File: config.mk
export PLATFORM = sky130hd
export DESIGN_NAME = wb_scheduler
export DESIGN_NICKNAME = d
export VERILOG_FILES = /design/src/rtl/wb_pkg.sv /design/src/rtl/wb_fifo.sv /design/src/rtl/wb_scheduler.sv
export SDC_FILE = /design/constraint.sdc
export NUM_CORES = 1
export LEC_CHECK = 0
export ABC_AREA = 1
export BUFFER_PORTS_ARGS = -buffer_cell sky130_fd_sc_hd__buf_2
export CELL_PAD_IN_SITES_DETAIL_PLACEMENT = 1
export CELL_PAD_IN_SITES_GLOBAL_PLACEMENT = 1
export CORE_UTILIZATION = 38
export CTS_CLUSTER_DIAMETER = 40
export DETAILED_ROUTE_END_ITERATION = 10
export MAX_ROUTING_LAYER = met4
export PLACE_DENSITY_LB_ADDON = 0.3
export SLEW_MARGIN = 15
export SYNTH_ARGS = -nofsm -noshare
export SYNTH_HDL_FRONTEND = slang
export SYNTH_SLANG_ARGS = --single-unit
export TNS_END_PERCENT = 1
File: constraint.sdc
create_clock -name iCLK_WB -period 2 [get_ports iCLK_WB]
set_input_delay 0.3 -clock iCLK_WB [delete_from_list [all_inputs] [get_ports iCLK_WB]]
set_output_delay 0.3 -clock iCLK_WB [all_outputs]
set_load 0.1 [all_outputs]
File: src/rtl/wb_pkg.sv
// Shared types and sizes for the writeback scheduler.
// Entries carry a destination index plus write data.
package wb_pkg;

  localparam int NREQ  = 2;
  localparam int DW    = 8;
  localparam int NREGS = 4;
  localparam int RW    = $clog2(NREGS);
  localparam int DEPTH = 2;

  typedef logic [RW-1:0] reg_idx_t;

  typedef struct packed {
    reg_idx_t        idx;
    logic [DW-1:0]   val;
  } wb_entry_t;

  function automatic logic [NREGS-1:0] reg_bit(
    input reg_idx_t i
  );
    return NREGS'(1) << i;
  endfunction

endpackage

File: src/rtl/wb_fifo.sv
// Per-requester buffer of pending writebacks.
// Registered head, no fall-through, push ignored when full.
module wb_fifo
  import wb_pkg::*;
#(
  parameter int DEPTH = 2
) (
  input  logic      iCLK_WB,
  input  logic      iRST,
  input  logic      push_i,
  input  logic      pop_i,
  input  wb_entry_t din_i,
  output wb_entry_t dout_o,
  output logic      full_o,
  output logic      empty_o
);

  localparam int AW = (DEPTH > 1) ? $clog2(DEPTH) : 1;

  wb_entry_t     mem_q [DEPTH];
  logic [AW-1:0] wr_q, wr_d;
  logic [AW-1:0] rd_q, rd_d;
  logic [AW:0]   cnt_q, cnt_d;
  logic          do_push;
  logic          do_pop;

  assign full_o  = (cnt_q == (AW+1)'(DEPTH));
  assign empty_o = (cnt_q == '0);
  assign dout_o  = mem_q[rd_q];

  assign do_push = push_i && !full_o;
  assign do_pop  = pop_i && !empty_o;

  always_comb begin
    wr_d  = wr_q;
    rd_d  = rd_q;
    cnt_d = cnt_q;
    if (do_push) wr_d = wr_q + 1'b1;
    if (do_pop)  rd_d = rd_q + 1'b1;
    unique case ({do_push, do_pop})
      2'b10:   cnt_d = cnt_q + 1'b1;
      2'b01:   cnt_d = cnt_q - 1'b1;
      default: cnt_d = cnt_q;
    endcase
  end

  always_ff @(posedge iCLK_WB or posedge iRST) begin
    if (iRST) begin
      wr_q  <= '0;
      rd_q  <= '0;
      cnt_q <= '0;
      for (int i = 0; i < DEPTH; i++)
        mem_q[i] <= '0;
    end else begin
      wr_q  <= wr_d;
      rd_q  <= rd_d;
      cnt_q <= cnt_d;
      if (do_push) mem_q[wr_q] <= din_i;
    end
  end

endmodule

File: src/rtl/wb_scheduler.sv
// Round-robin writeback arbiter with busy-bit scoreboard.
// Issue stalls on RAW/WAW until the destination is written back.
module wb_scheduler
  import wb_pkg::*;
#(
  parameter int DEPTH = wb_pkg::DEPTH
) (
  input  logic                 iRST,
  input  logic                 iCLK_WB,
  input  logic                 iISSUE_VALID,
  input  logic [RW-1:0]        iISSUE_DST,
  input  logic [RW-1:0]        iISSUE_SRC1,
  input  logic [RW-1:0]        iISSUE_SRC2,
  input  logic                 iISSUE_SRC2_IS_IMM,
  output logic                 oSTALL,
  input  logic [NREQ-1:0]      iREQ_VALID,
  input  logic [NREQ*RW-1:0]   iREQ_IDX,
  input  logic [NREQ*DW-1:0]   iREQ_VAL,
  output logic [NREQ-1:0]      oREQ_READY,
  output logic                 oWB_EN,
  output logic [RW-1:0]        oNEXT_REG_IDX,
  output logic [DW-1:0]        oNEXT_REG_VAL,
  output logic [NREGS-1:0]     oBUSY,
  output logic                 oERR
);

  localparam int PW = (NREQ > 1) ? $clog2(NREQ) : 1;

  wb_entry_t       din  [NREQ];
  wb_entry_t       head [NREQ];
  logic [NREQ-1:0] full;
  logic [NREQ-1:0] empty;
  logic [NREQ-1:0] push;
  logic [NREQ-1:0] pop;

  logic [PW-1:0]    ptr_q, ptr_d;
  logic [NREGS-1:0] busy_q, busy_d;
  logic             err_q, err_d;
  logic             en_q, en_d;
  reg_idx_t         idx_q, idx_d;
  logic [DW-1:0]    val_q, val_d;

  logic             gnt;
  logic [PW-1:0]    gnt_idx;
  wb_entry_t        win;
  logic             issue_ok;

  function automatic logic [PW-1:0] rr_idx(
    input logic [PW-1:0] base,
    input int            off
  );
    int k;
    k = int'(base) + off;
    if (k >= NREQ) k = k - NREQ;
    return PW'(k);
  endfunction

  for (genvar r = 0; r < NREQ; r++) begin : g_req
    assign din[r]  = {iREQ_IDX[r*RW +: RW], iREQ_VAL[r*DW +: DW]};
    assign push[r] = iREQ_VALID[r] && !full[r];

    wb_fifo #(
      .DEPTH (DEPTH)
    ) u_fifo (
      .iCLK_WB (iCLK_WB),
      .iRST    (iRST),
      .push_i  (push[r]),
      .pop_i   (pop[r]),
      .din_i   (din[r]),
      .dout_o  (head[r]),
      .full_o  (full[r]),
      .empty_o (empty[r])
    );
  end

  assign oREQ_READY = ~full;

  // First non-empty head at or after the pointer wins.
  always_comb begin
    gnt     = 1'b0;
    gnt_idx = '0;
    for (int i = 0; i < NREQ; i++) begin
      if (!gnt && !empty[rr_idx(ptr_q, i)]) begin
        gnt     = 1'b1;
        gnt_idx = rr_idx(ptr_q, i);
      end
    end
  end

  assign win = head[gnt_idx];
  assign pop = gnt ? (NREQ'(1) << gnt_idx) : '0;

  assign oSTALL = iISSUE_VALID &&
                  (busy_q[iISSUE_SRC1] ||
                   (!iISSUE_SRC2_IS_IMM && busy_q[iISSUE_SRC2]) ||
                   busy_q[iISSUE_DST]);

  assign issue_ok = iISSUE_VALID && !oSTALL;

  always_comb begin
    ptr_d  = ptr_q;
    busy_d = busy_q;
    err_d  = err_q;
    en_d   = gnt;
    idx_d  = idx_q;
    val_d  = val_q;
    if (gnt) begin
      ptr_d  = rr_idx(gnt_idx, 1);
      idx_d  = win.idx;
      val_d  = win.val;
      busy_d = busy_d & ~reg_bit(win.idx);
      if (!busy_q[win.idx]) err_d = 1'b1;
    end
    // Applied after the clear so a same-cycle set wins.
    if (issue_ok) busy_d = busy_d | reg_bit(iISSUE_DST);
  end

  always_ff @(posedge iCLK_WB or posedge iRST) begin
    if (iRST) begin
      ptr_q  <= '0;
      busy_q <= '0;
      err_q  <= 1'b0;
      en_q   <= 1'b0;
      idx_q  <= '0;
      val_q  <= '0;
    end else begin
      ptr_q  <= ptr_d;
      busy_q <= busy_d;
      err_q  <= err_d;
      en_q   <= en_d;
      idx_q  <= idx_d;
      val_q  <= val_d;
    end
  end

  assign oWB_EN        = en_q;
  assign oNEXT_REG_IDX = idx_q;
  assign oNEXT_REG_VAL = val_q;
  assign oBUSY         = busy_q;
  assign oERR          = err_q;

endmodule

==> flow_summary.toml <==
[grt]
grt_pass1_wl_um = 13400
grtUsageMet3_pct = 4.31
antenna_found_initial = 0
use_met2_pct = 35.3
grt_pass1_vias = 2896
grt_usage_pct = 20.6
grt_max_degree = 66
use_met1_pct = 24.4
busiest_layer = "met2"
overflow = 0

[synth]
yosysUniqueCellTypes = 28
syn-cell-area_um2 = 3150
synthArstFlopShare_pct = 100
synth_mux_area_share_pct = 1.07
synth-compound-area-share_pct = 10.4
avgSynthCellArea_um2 = 8.37
synth_top_family_by_area = "simple AND/OR/NAND/NOR gates"
ys_warn_count = 0
yosysSeqAreaShare_pct = 51.7
synth_edf_count = 0
syn-num-nets = 410
synth-seq-cells = 65
synth-xor-area-share_pct = 1.67
synth_cells = 376
synth-simple-area-share_pct = 26.2
synthAdderAreaFrac_pct = 0.796
synthFlopType = "dfrtp_1"

[critical_path]
cp_data_required_time_ns = 1.70
start_kind = "flip-flop"
cpPeakStageDelay_ns = 0.40
criticalPathCategory = "reg2out"
crit_path_end_kind = "output pin"
cp_slowest_cell = "dfrtp_2"
crit_arrival_ns = 1.55
reg2reg_to = "g_req[0].u_fifo.cnt_q[1]$_DFFE_PP0P_"
cp_cell_sequence = "nor2_1, nor2_1, o21ai_0, o21ai_0, nand2_1, a21boi_4, buf_12"
worstPathMaxFanout = 4
r2r_start = "g_req[1].u_fifo.cnt_q[0]$_DFFE_PP0P_"
rrSetupSlack_ns = 0.22
reg2regPathDepth = 9

[clocking]
ctsHtreeMaxLevel = 3
cts_tree = "built"
cts_inserted_buffers = 9
clk_pin_slew_ns = 0.07
clock_latency_ns = 0.33
cts_buffer_depth = 2
numClockSinks = 65
root_buffer = "clkbuf_8"

[routing]
drc = 0
wl_per_cell_um = 14.4
vias = 2632
firstDrtPassIters = 4
drt_iter0_drc = 120
detail-route-antenna-nets = 0
via_per_inst = 4.87
drt-total-wl_um = 7810

[finish]
final_common_cell = "nand2_1"
nets = 469
regArea_um2 = 1630
multi_input_area_um2 = 1280
layout-drive-gt1-share_pct = 24.1
diodes = 0
nFillCells = 996
syn_to_final_growth_pct = 19.3
layout_common_cells = "nand2_1, dfrtp_1, buf_2"

[floorplanning]
io_pins = 51
chipHeight_um = 93.0
start_util_pct = 40.1
num_rows = 32
die_w_um = 93.0
die_area_um2 = 8650
core_area_um2 = 7850

[sta]
setup_violations = 0
slew_headroom_pct = 67.2
max_freq_ghz = 0.541
finalClockSkew_ns = 0.0124
final_hold_viol_count = 0
rsz0062_at_grt = "no"
whs_ns = 0.0341
finalCritPeriodShare_pct = 92.5
finalMaxSlewViolations = 0
finalCriticalPeriod_ns = 1.85
tightest_slew_ns = 0.495

[placement]
io_buffer_count = 50
dp_hpwl_um = 5630
gp_congestion = 0.767

[job]
cap_violations = 0

[run_status]
outcome = "complete, no violations"

[hold_path]
min_path_type = "in2async"
==> how the worst max path moves through the flow <==
| stage | cells after the start | startpoint | slack [ns] | to |
|---|---|---|---|---|
| finish | 7 | oBUSY[0]$_DFF_PP0_ | 0.15 | oSTALL |
| global route | 7 | oBUSY[0]$_DFF_PP0_ | 0.03 | oSTALL |
| CTS | 7 | oBUSY[0]$_DFF_PP0_ | 0.01 | oSTALL |
| detailed placement | 9 | iISSUE_DST[0] | 0.25 | oSTALL |
| global placement | 10 | g_req[0].u_fifo.cnt_q[1]$_DFFE_PP0P_ | 0.30 | g_req[0].u_fifo.cnt_q[1]$_DFFE_PP0P_ |
| floorplan | 4 | oBUSY[1]$_DFF_PP0_ | -0.24 | oSTALL |
==> cell families after synthesis <==
logic type / count (synthesis)
flip-flops: 65
buffers and inverters: 54
XOR/XNOR: 6
multiplexers: 3
adder cells (fa/ha/maj): 2
AND/OR/NAND/NOR: 186
AO/OA/AOI/OAI: 60
==> area by class of cell <==
type / count / share of cell area, %
clock buffers: 13 / 4.77
clock inverters: 2 / 0.934
inverters: 44 / 4.47
multi-input cells: 257 / 34.0
flip-flops and latches: 65 / 43.4
well taps: 102 / 3.40
repair buffers: 58 / 9.00
==> metal layers <==
layer / up-vias / share of wire (%)
li1: 1293 / -
met1: 1282 / 43
met2: 49 / 53
met3: 8 / 3.1
met4: 0 / 1.4
met5: - / 0
==> registers in the layout, indices dropped and copies added, names as in the netlist <==
name                flops
oWB_EN                  1
oNEXT_REG_IDX           2
oBUSY                   4
g_req.u_fifo.wr_q       2
g_req.u_fifo.rd_q       2
g_req.u_fifo.mem_q     40
ptr_q                   1
g_req.u_fifo.cnt_q      4
oERR                    1
oNEXT_REG_VAL           8
==> Yosys cell counts (2+ instances only) <==
library cell	n	area, um^2
inv_1	37	139
xnor2_1	3	26.3
buf_6	3	33.8
a21oi_1	3	15.0
nor2_4	3	33.8
inv_2	6	22.5
dfrtp_1	65	1630
mux2_2	3	33.8
xor2_1	3	26.3
nand3_1	18	90.1
nor2_2	3	18.8
nand2_2	5	31.3
ha_1	2	25.0
nor2_1	5	18.8
o211ai_1	8	60.1
o21ai_0	46	230
nand2_1	146	548
buf_4	2	15.0
nand2_4	3	33.8
buf_2	4	20.0
==> metrics by stage <==
stage / util [%] / TNS (ns) / instances / setup WS, ns / area (um^2)
after floorplan: - / -0.385 / 376 / -0.244 / 3160
after global placement: 44.8 / 0 / 525 / 0.299 / 3520
after detailed placement: 44.8 / 0 / 525 / 0.253 / 3520
after CTS: 47.6 / 0 / 540 / 0.00965 / 3730
after global routing: 47.8 / 0 / 541 / 0.0323 / 3750
final: 47.8 / 0 / 541 / 0.151 / 3750
==> critical path: cells and delay by family (launching register included) <==
| family | cells | cell delay (ns) |
|---|---|---|
| flops | 1 | 0.40 |
| simple gates | 3 | 0.28 |
| compound gates | 3 | 0.35 |
| buf+inv | 1 | 0.19 |
==> repair_timing <==
action | 4_1_cts | 5_1_grt
pin swaps | 0 | 1
hold buffers | 0 | 0
buffers inserted | 0 | 1
resized for setup | 1 | 3
cloned | 0 | 0
setup endpoints to repair | 1 | 1
Power is not shown: default switching activity piles up to over one toggle a cycle in this logic, so the estimate is an artifact.
